[src/rtl/waterfall_scheduler.sv]
// Frame RAM arbiter: the LCD scan reads during the visible area, buffered ADC pixels are written
// during blanking into a circular row buffer. Optional macro WF_DECIM_EN averages 2^DECIM_LOG2 samples per pixel.
module waterfall_scheduler #(
  parameter int H_RES        = 320,
  parameter int V_RES        = 240,
  parameter int SAMPLE_WIDTH = 12,
  parameter int FIFO_DEPTH   = 8,
  parameter int DECIM_LOG2   = 2
) (
  input  logic                    clk,
  input  logic                    resetn,
  input  logic                    visible,
  input  logic [8:0]              x,
  input  logic [7:0]              y,
  input  logic                    frame_start,
  input  logic                    sample_valid,
  input  logic [SAMPLE_WIDTH-1:0] sample_data,
  output logic [16:0]             ram_addr,
  output logic [7:0]              ram_wdata,
  output logic                    ram_we,
  output logic                    overflow,
  output logic [7:0]              top_row
);

  localparam int PTR_W = $clog2(FIFO_DEPTH);
  localparam int CNT_W = PTR_W + 1;

  typedef enum logic [1:0] {
    OWN_READ,
    OWN_WRITE,
    OWN_IDLE
  } own_e;

  own_e own;

  logic [7:0]       fifo_mem_q [FIFO_DEPTH];
  logic [7:0]       fifo_mem_d [FIFO_DEPTH];
  logic [PTR_W-1:0] wr_ptr_q, wr_ptr_d;
  logic [PTR_W-1:0] rd_ptr_q, rd_ptr_d;
  logic [CNT_W-1:0] cnt_q, cnt_d;
  logic [8:0]       col_q, col_d;
  logic [7:0]       wr_row_q, wr_row_d;
  logic [7:0]       top_row_q, top_row_d;
  logic             overflow_q, overflow_d;

  logic             push_req;
  logic [7:0]       push_data;
  logic             push_ok;
  logic             pop;
  logic             fifo_empty;
  logic             fifo_full;

  logic [8:0]       disp_sum;
  logic [7:0]       disp_row;
  logic [16:0]      rd_addr;
  logic [16:0]      wr_addr;

`ifdef WF_DECIM_EN
  localparam int ACC_W  = SAMPLE_WIDTH + DECIM_LOG2;
  localparam int DCNT_W = (DECIM_LOG2 > 0) ? DECIM_LOG2 : 1;

  logic [ACC_W-1:0]  acc_q, acc_d;
  logic [DCNT_W-1:0] dcnt_q, dcnt_d;
  logic [ACC_W-1:0]  acc_sum;

  // Top 8 bits of (sum >> DECIM_LOG2) are simply the top 8 bits of the full-width sum.
  always_comb begin
    acc_sum   = acc_q + ACC_W'(sample_data);
    push_req  = sample_valid && (dcnt_q == DCNT_W'((1 << DECIM_LOG2) - 1));
    push_data = acc_sum[ACC_W-1 -: 8];
    acc_d     = acc_q;
    dcnt_d    = dcnt_q;
    if (sample_valid) begin
      if (push_req) begin
        acc_d  = '0;
        dcnt_d = '0;
      end else begin
        acc_d  = acc_sum;
        dcnt_d = dcnt_q + DCNT_W'(1);
      end
    end
  end

  always_ff @(posedge clk or negedge resetn) begin
    if (!resetn) begin
      acc_q  <= '0;
      dcnt_q <= '0;
    end else begin
      acc_q  <= acc_d;
      dcnt_q <= dcnt_d;
    end
  end
`else
  localparam int unused_decim_log2 = DECIM_LOG2;
  logic [SAMPLE_WIDTH-9:0] unused_sample_lsbs;

  assign unused_sample_lsbs = sample_data[SAMPLE_WIDTH-9:0];

  always_comb begin
    push_req  = sample_valid;
    push_data = sample_data[SAMPLE_WIDTH-1 -: 8];
  end
`endif

  always_comb begin
    fifo_empty = (cnt_q == '0);
    fifo_full  = (cnt_q == CNT_W'(FIFO_DEPTH));
    if (visible)         own = OWN_READ;
    else if (fifo_empty) own = OWN_IDLE;
    else                 own = OWN_WRITE;
    pop     = (own == OWN_WRITE);
    push_ok = push_req && (!fifo_full || pop);
  end

  // Display row is offset by top_row and folded back into 0..V_RES-1.
  always_comb begin
    disp_sum = {1'b0, y} + {1'b0, top_row_q};
    if (disp_sum >= 9'(V_RES)) disp_row = 8'(disp_sum - 9'(V_RES));
    else                       disp_row = disp_sum[7:0];
    rd_addr = 17'(x) + 17'(disp_row) * 17'(H_RES);
    wr_addr = 17'(col_q) + 17'(wr_row_q) * 17'(H_RES);
  end

  always_comb begin
    ram_we    = 1'b0;
    ram_wdata = '0;
    ram_addr  = rd_addr;
    case (own)
      OWN_WRITE: begin
        ram_we    = 1'b1;
        ram_wdata = fifo_mem_q[rd_ptr_q];
        ram_addr  = wr_addr;
      end
      default: ;
    endcase
  end

  always_comb begin
    fifo_mem_d = fifo_mem_q;
    wr_ptr_d   = wr_ptr_q;
    rd_ptr_d   = rd_ptr_q;
    cnt_d      = cnt_q;
    overflow_d = overflow_q | (push_req && !push_ok);
    if (push_ok) begin
      fifo_mem_d[wr_ptr_q] = push_data;
      wr_ptr_d             = wr_ptr_q + PTR_W'(1);
    end
    if (pop) rd_ptr_d = rd_ptr_q + PTR_W'(1);
    case ({push_ok, pop})
      2'b10:   cnt_d = cnt_q + CNT_W'(1);
      2'b01:   cnt_d = cnt_q - CNT_W'(1);
      default: cnt_d = cnt_q;
    endcase
  end

  // frame_start samples the pre-edge wr_row even when a row wrap happens on the same edge.
  always_comb begin
    col_d     = col_q;
    wr_row_d  = wr_row_q;
    top_row_d = top_row_q;
    if (pop) begin
      if (col_q == 9'(H_RES - 1)) begin
        col_d    = '0;
        wr_row_d = (wr_row_q == 8'(V_RES - 1)) ? '0 : wr_row_q + 8'd1;
      end else begin
        col_d = col_q + 9'd1;
      end
    end
    if (frame_start)
      top_row_d = (wr_row_q == 8'(V_RES - 1)) ? '0 : wr_row_q + 8'd1;
  end

  always_ff @(posedge clk or negedge resetn) begin
    if (!resetn) begin
      for (int unsigned i = 0; i < FIFO_DEPTH; i++) fifo_mem_q[i] <= '0;
      wr_ptr_q   <= '0;
      rd_ptr_q   <= '0;
      cnt_q      <= '0;
      col_q      <= '0;
      wr_row_q   <= '0;
      top_row_q  <= '0;
      overflow_q <= 1'b0;
    end else begin
      fifo_mem_q <= fifo_mem_d;
      wr_ptr_q   <= wr_ptr_d;
      rd_ptr_q   <= rd_ptr_d;
      cnt_q      <= cnt_d;
      col_q      <= col_d;
      wr_row_q   <= wr_row_d;
      top_row_q  <= top_row_d;
      overflow_q <= overflow_d;
    end
  end

  assign overflow = overflow_q;
  assign top_row  = top_row_q;

endmodule

[config.mk]
export PLATFORM = sky130hd
export DESIGN_NAME = waterfall_scheduler
export DESIGN_NICKNAME = d
export VERILOG_FILES = /design/src/rtl/waterfall_scheduler.sv
export SDC_FILE = /design/constraint.sdc
export NUM_CORES = 1
export LEC_CHECK = 0
export CELL_PAD_IN_SITES_DETAIL_PLACEMENT = 1
export CELL_PAD_IN_SITES_GLOBAL_PLACEMENT = 1
export CORE_UTILIZATION = 35
export CTS_CLUSTER_DIAMETER = 80
export DETAILED_ROUTE_END_ITERATION = 10
export PLACE_DENSITY_LB_ADDON = 0.08
export SLEW_MARGIN = 5
export SYNTH_ARGS = -nofsm -noshare
export SYNTH_HDL_FRONTEND = slang
export SYNTH_SLANG_ARGS = --single-unit
[constraint.sdc]
create_clock -name clk -period 16.15 [get_ports clk]
set_input_delay 3.23 -clock clk [delete_from_list [all_inputs] [get_ports clk]]
set_output_delay 3.23 -clock clk [all_outputs]
set_load 0.02 [all_outputs]
==> impl_metrics.env <==
export IMPL_status="completed"
export IMPL_overflow=0
export IMPL_vdd_ir_drop_worst_uv=73.3
export IMPL_first_global_vias=4864
export IMPL_grt_max_degree=63
export IMPL_crit_chain="clkdlybuf4s50_1 > ha_1 > fa_1 > nand3_1 > nand2_1 > xor2_1 > ha_1 > or4b_4 > nor4b_4 > nand2b_1 > a21boi_1 > xnor2_1 > ha_1 > ha_1 > a21o_1 > a21oi_1 > o21bai_1 > a21oi_1 > xnor2_1 > nand4_1 > o221a_1 > a31oi_1 > clkdlybuf4s50_1"
export IMPL_num_rows=49
export IMPL_post_route_period_util_pct=77.4
export IMPL_cts_tree="done"
export IMPL_post_cts_resized=0
export IMPL_dieArea_mm2=0.0189
export IMPL_p_leak_nw=3.27
export IMPL_place_inst=853
export IMPL_fin_setup_tns_ns=0
export IMPL_ctsHtreeMaxLevel=3
export IMPL_synth_seq_cells=100
export IMPL_grt_use_total_pct=17.7
export IMPL_fin_skew_ns=0.00728
export IMPL_min_path_type="reg2reg"
export IMPL_ant_nets=0
export IMPL_synthFlopType="dfrtp_1"
export IMPL_cp_slowest_cell="clkdlybuf4s50_1"
export IMPL_cts_sinks=100
export IMPL_syn_num_nets=664
export IMPL_cpPeakStageDelay_ns=0.64
export IMPL_synth_edf_count=0
export IMPL_start_util_pct=35.7
export IMPL_vias=4461
export IMPL_seq_area_frac_synth_pct=39.0
export IMPL_synthTopCellsByArea="dfrtp_1 (39%), mux2_2 (12%), ha_1 (8.8%)"
export IMPL_endpoint_kind="output port"
export IMPL_clkTransAtPathRegs_ns=0.06
export IMPL_syn_inst=579
export IMPL_synthArstFlopShare_pct=100
export IMPL_cp_common_cell="ha_1"
export IMPL_clock_path_buffers=2
export IMPL_avgRoutedWirePerCell_um=17.5
export IMPL_cts_made_buffers=9
export IMPL_crit_fanout=5
export IMPL_fin_nets=720
export IMPL_core_mm2=0.0180
export IMPL_drv_cap=0
export IMPL_diodes=0
export IMPL_cts_setup_buffers=0
export IMPL_drv_slew=0
export IMPL_yosysMostFrequentCell="dfrtp_1"
export IMPL_clk_latency_ns=0.34
export IMPL_worstPathArrival_ns=9.27
export IMPL_layout_cells_non_filler=868
export IMPL_worst_pin_slew_ns=0.907
export IMPL_drc_errors=0
export IMPL_cts_hold_fix_buffers=0
export IMPL_synth_top_cell_area_share_pct=39.0
export IMPL_drtPass1Iterations=4
export IMPL_cp_top_family="adder cells"
export IMPL_cp_required_ns=12.92
export IMPL_root_buffer="clkbuf_16"
export IMPL_power_density_mw_per_mm2=158
export IMPL_max_freq_mhz=80.0
export IMPL_die_h_um=137
export IMPL_synthTopCellsByCount="dfrtp_1 (100), mux2_2 (69), nand2_1 (68)"
export IMPL_path_class="in2out"
export IMPL_pin_count=69
export IMPL_antenna_found_initial=0
export IMPL_gp_congestion=0.752
export IMPL_synth_area_leader_cell="dfrtp_1"
export IMPL_r2r_slack_ns=13.30
export IMPL_synth_area_mm2=0.00641
export IMPL_initialDrtViolationCount=105
export IMPL_vias_per_cell=5.14
export IMPL_finalSetupViolCount=0
export IMPL_crit_buf_inv=2
export IMPL_drt_total_wl_um=15200
export IMPL_yosys_warnings=0
export IMPL_grt_pass1_wl_um=25500
export IMPL_synth_avg_cell_area_um2=11.1
export IMPL_maxSlewHeadroom_pct=39.5
export IMPL_syn2layout_area_growth_pct=17.8
export IMPL_min_period_ns=12.50
export IMPL_hold_viol_final=0
export IMPL_hpwl_um=11300
export IMPL_yosys_cell_types_count=59
export IMPL_rsz0062_at_grt="false"
export IMPL_drive_gt1_share_pct=17.8
export IMPL_port_buffers=64
export IMPL_start_kind="input pin"
export IMPL_die_w_um=137
-- cells by family (layout without fill, tap and decap cells) --
logic type	after synthesis	after routing	synth area share, %
flip-flops	100	100	39.0
buffers and inverters	41	101	2.98
AND/OR/NAND/NOR	151	151	11.5
adder cells (fa/ha/maj)	51	51	10.6
multiplexers	99	99	20.1
XOR/XNOR	53	53	7.53
AO/OA/AOI/OAI	84	84	8.19
-- sequential cells by signal, indices dropped and copies added, names as in the netlist --
register and count:
cnt_q 4, fifo_mem_q 64, rd_ptr_q 3, wr_row_q 8
overflow 1, col_q 9, top_row 8, wr_ptr_q 3
-- power breakdown --
| group | leakage (nW) | switching, mW | internal (mW) |
|---|---|---|---|
| Combinational | 1.90 | 0.244 | 0.291 |
| Sequential | 1.22 | 0.0780 | 0.354 |
| Clock | 0.149 | 0.0935 | 0.136 |
| Total | 3.27 | 0.415 | 0.781 |
-- metrics by stage --
| step | total power [mW] | hold WS [ns] | utilization (%) | area (µm²) | setup slack, ns |
|---|---|---|---|---|---|
| 6_report | 1.20 | 0.482 | 42.1 | 7550 | 3.65 |
| 5_1_grt | 1.29 | 0.511 | 42.1 | 7550 | 3.22 |
| 4_1_cts | 1.22 | 0.487 | 42.1 | 7550 | 3.60 |
| 3_5_place_dp | 0.982 | 0.467 | 40.3 | 7240 | 3.62 |
| 3_3_place_gp | 0.957 | 0.480 | 40.3 | 7240 | 3.71 |
| 2_1_floorplan | 0.805 | 0.474 | - | 6410 | 5.08 |
-- metal layers --
metal,track usage [%],wire [µm]
met3,2.54,259
met1,22.6,6910
met2,31.4,7940
met5,0,0
met4,4.03,121
-- worst paths after layout --
check                           depth (start not counted)     start             end
worst min-delay path                                    1  overflow        overflow
max in group asynchronous                               2    resetn  fifo_mem_q[20]
min in group asynchronous                               1    resetn        overflow
worst max-delay path                                   23      y[0]    ram_addr[16]
worst max register to register                          9  cnt_q[0]     wr_row_q[6]
worst min register to register                          1  overflow        overflow
-- cells in the final DEF (no fill, tap or decap), drive strengths merged, types with 4 or more instances in the layout --
| cell | instances |
|---|---|
| dfrtp | 100 |
| mux2 | 70 |
| nand2 | 68 |
| clkdlybuf4s50 | 63 |
| ha | 45 |
| xnor2 | 38 |
| nor2 | 29 |
| o21ai | 29 |
| a21oi | 23 |
| inv | 21 |
| mux4 | 16 |
| xor2 | 15 |
| nand3 | 13 |
| mux2i | 13 |
| a21o | 12 |
| clkbuf | 10 |
| and3 | 7 |
| nor3 | 6 |
| fa | 6 |
| nand2b | 5 |
| nor2b | 5 |
| o21bai | 4 |
| nand4 | 4 |
| nor3b | 4 |
-- area by class of cell --
type	count	area, µm²
flip-flops and latches	100	2500
clock inverters	5	85.1
clock buffers	10	229
inverters	20	77.6
well taps	229	287
repair buffers	66	653
multi-input cells	438	3720
fillers	1993	10400
No activity file was read; power rests on OpenSTA's default activity.
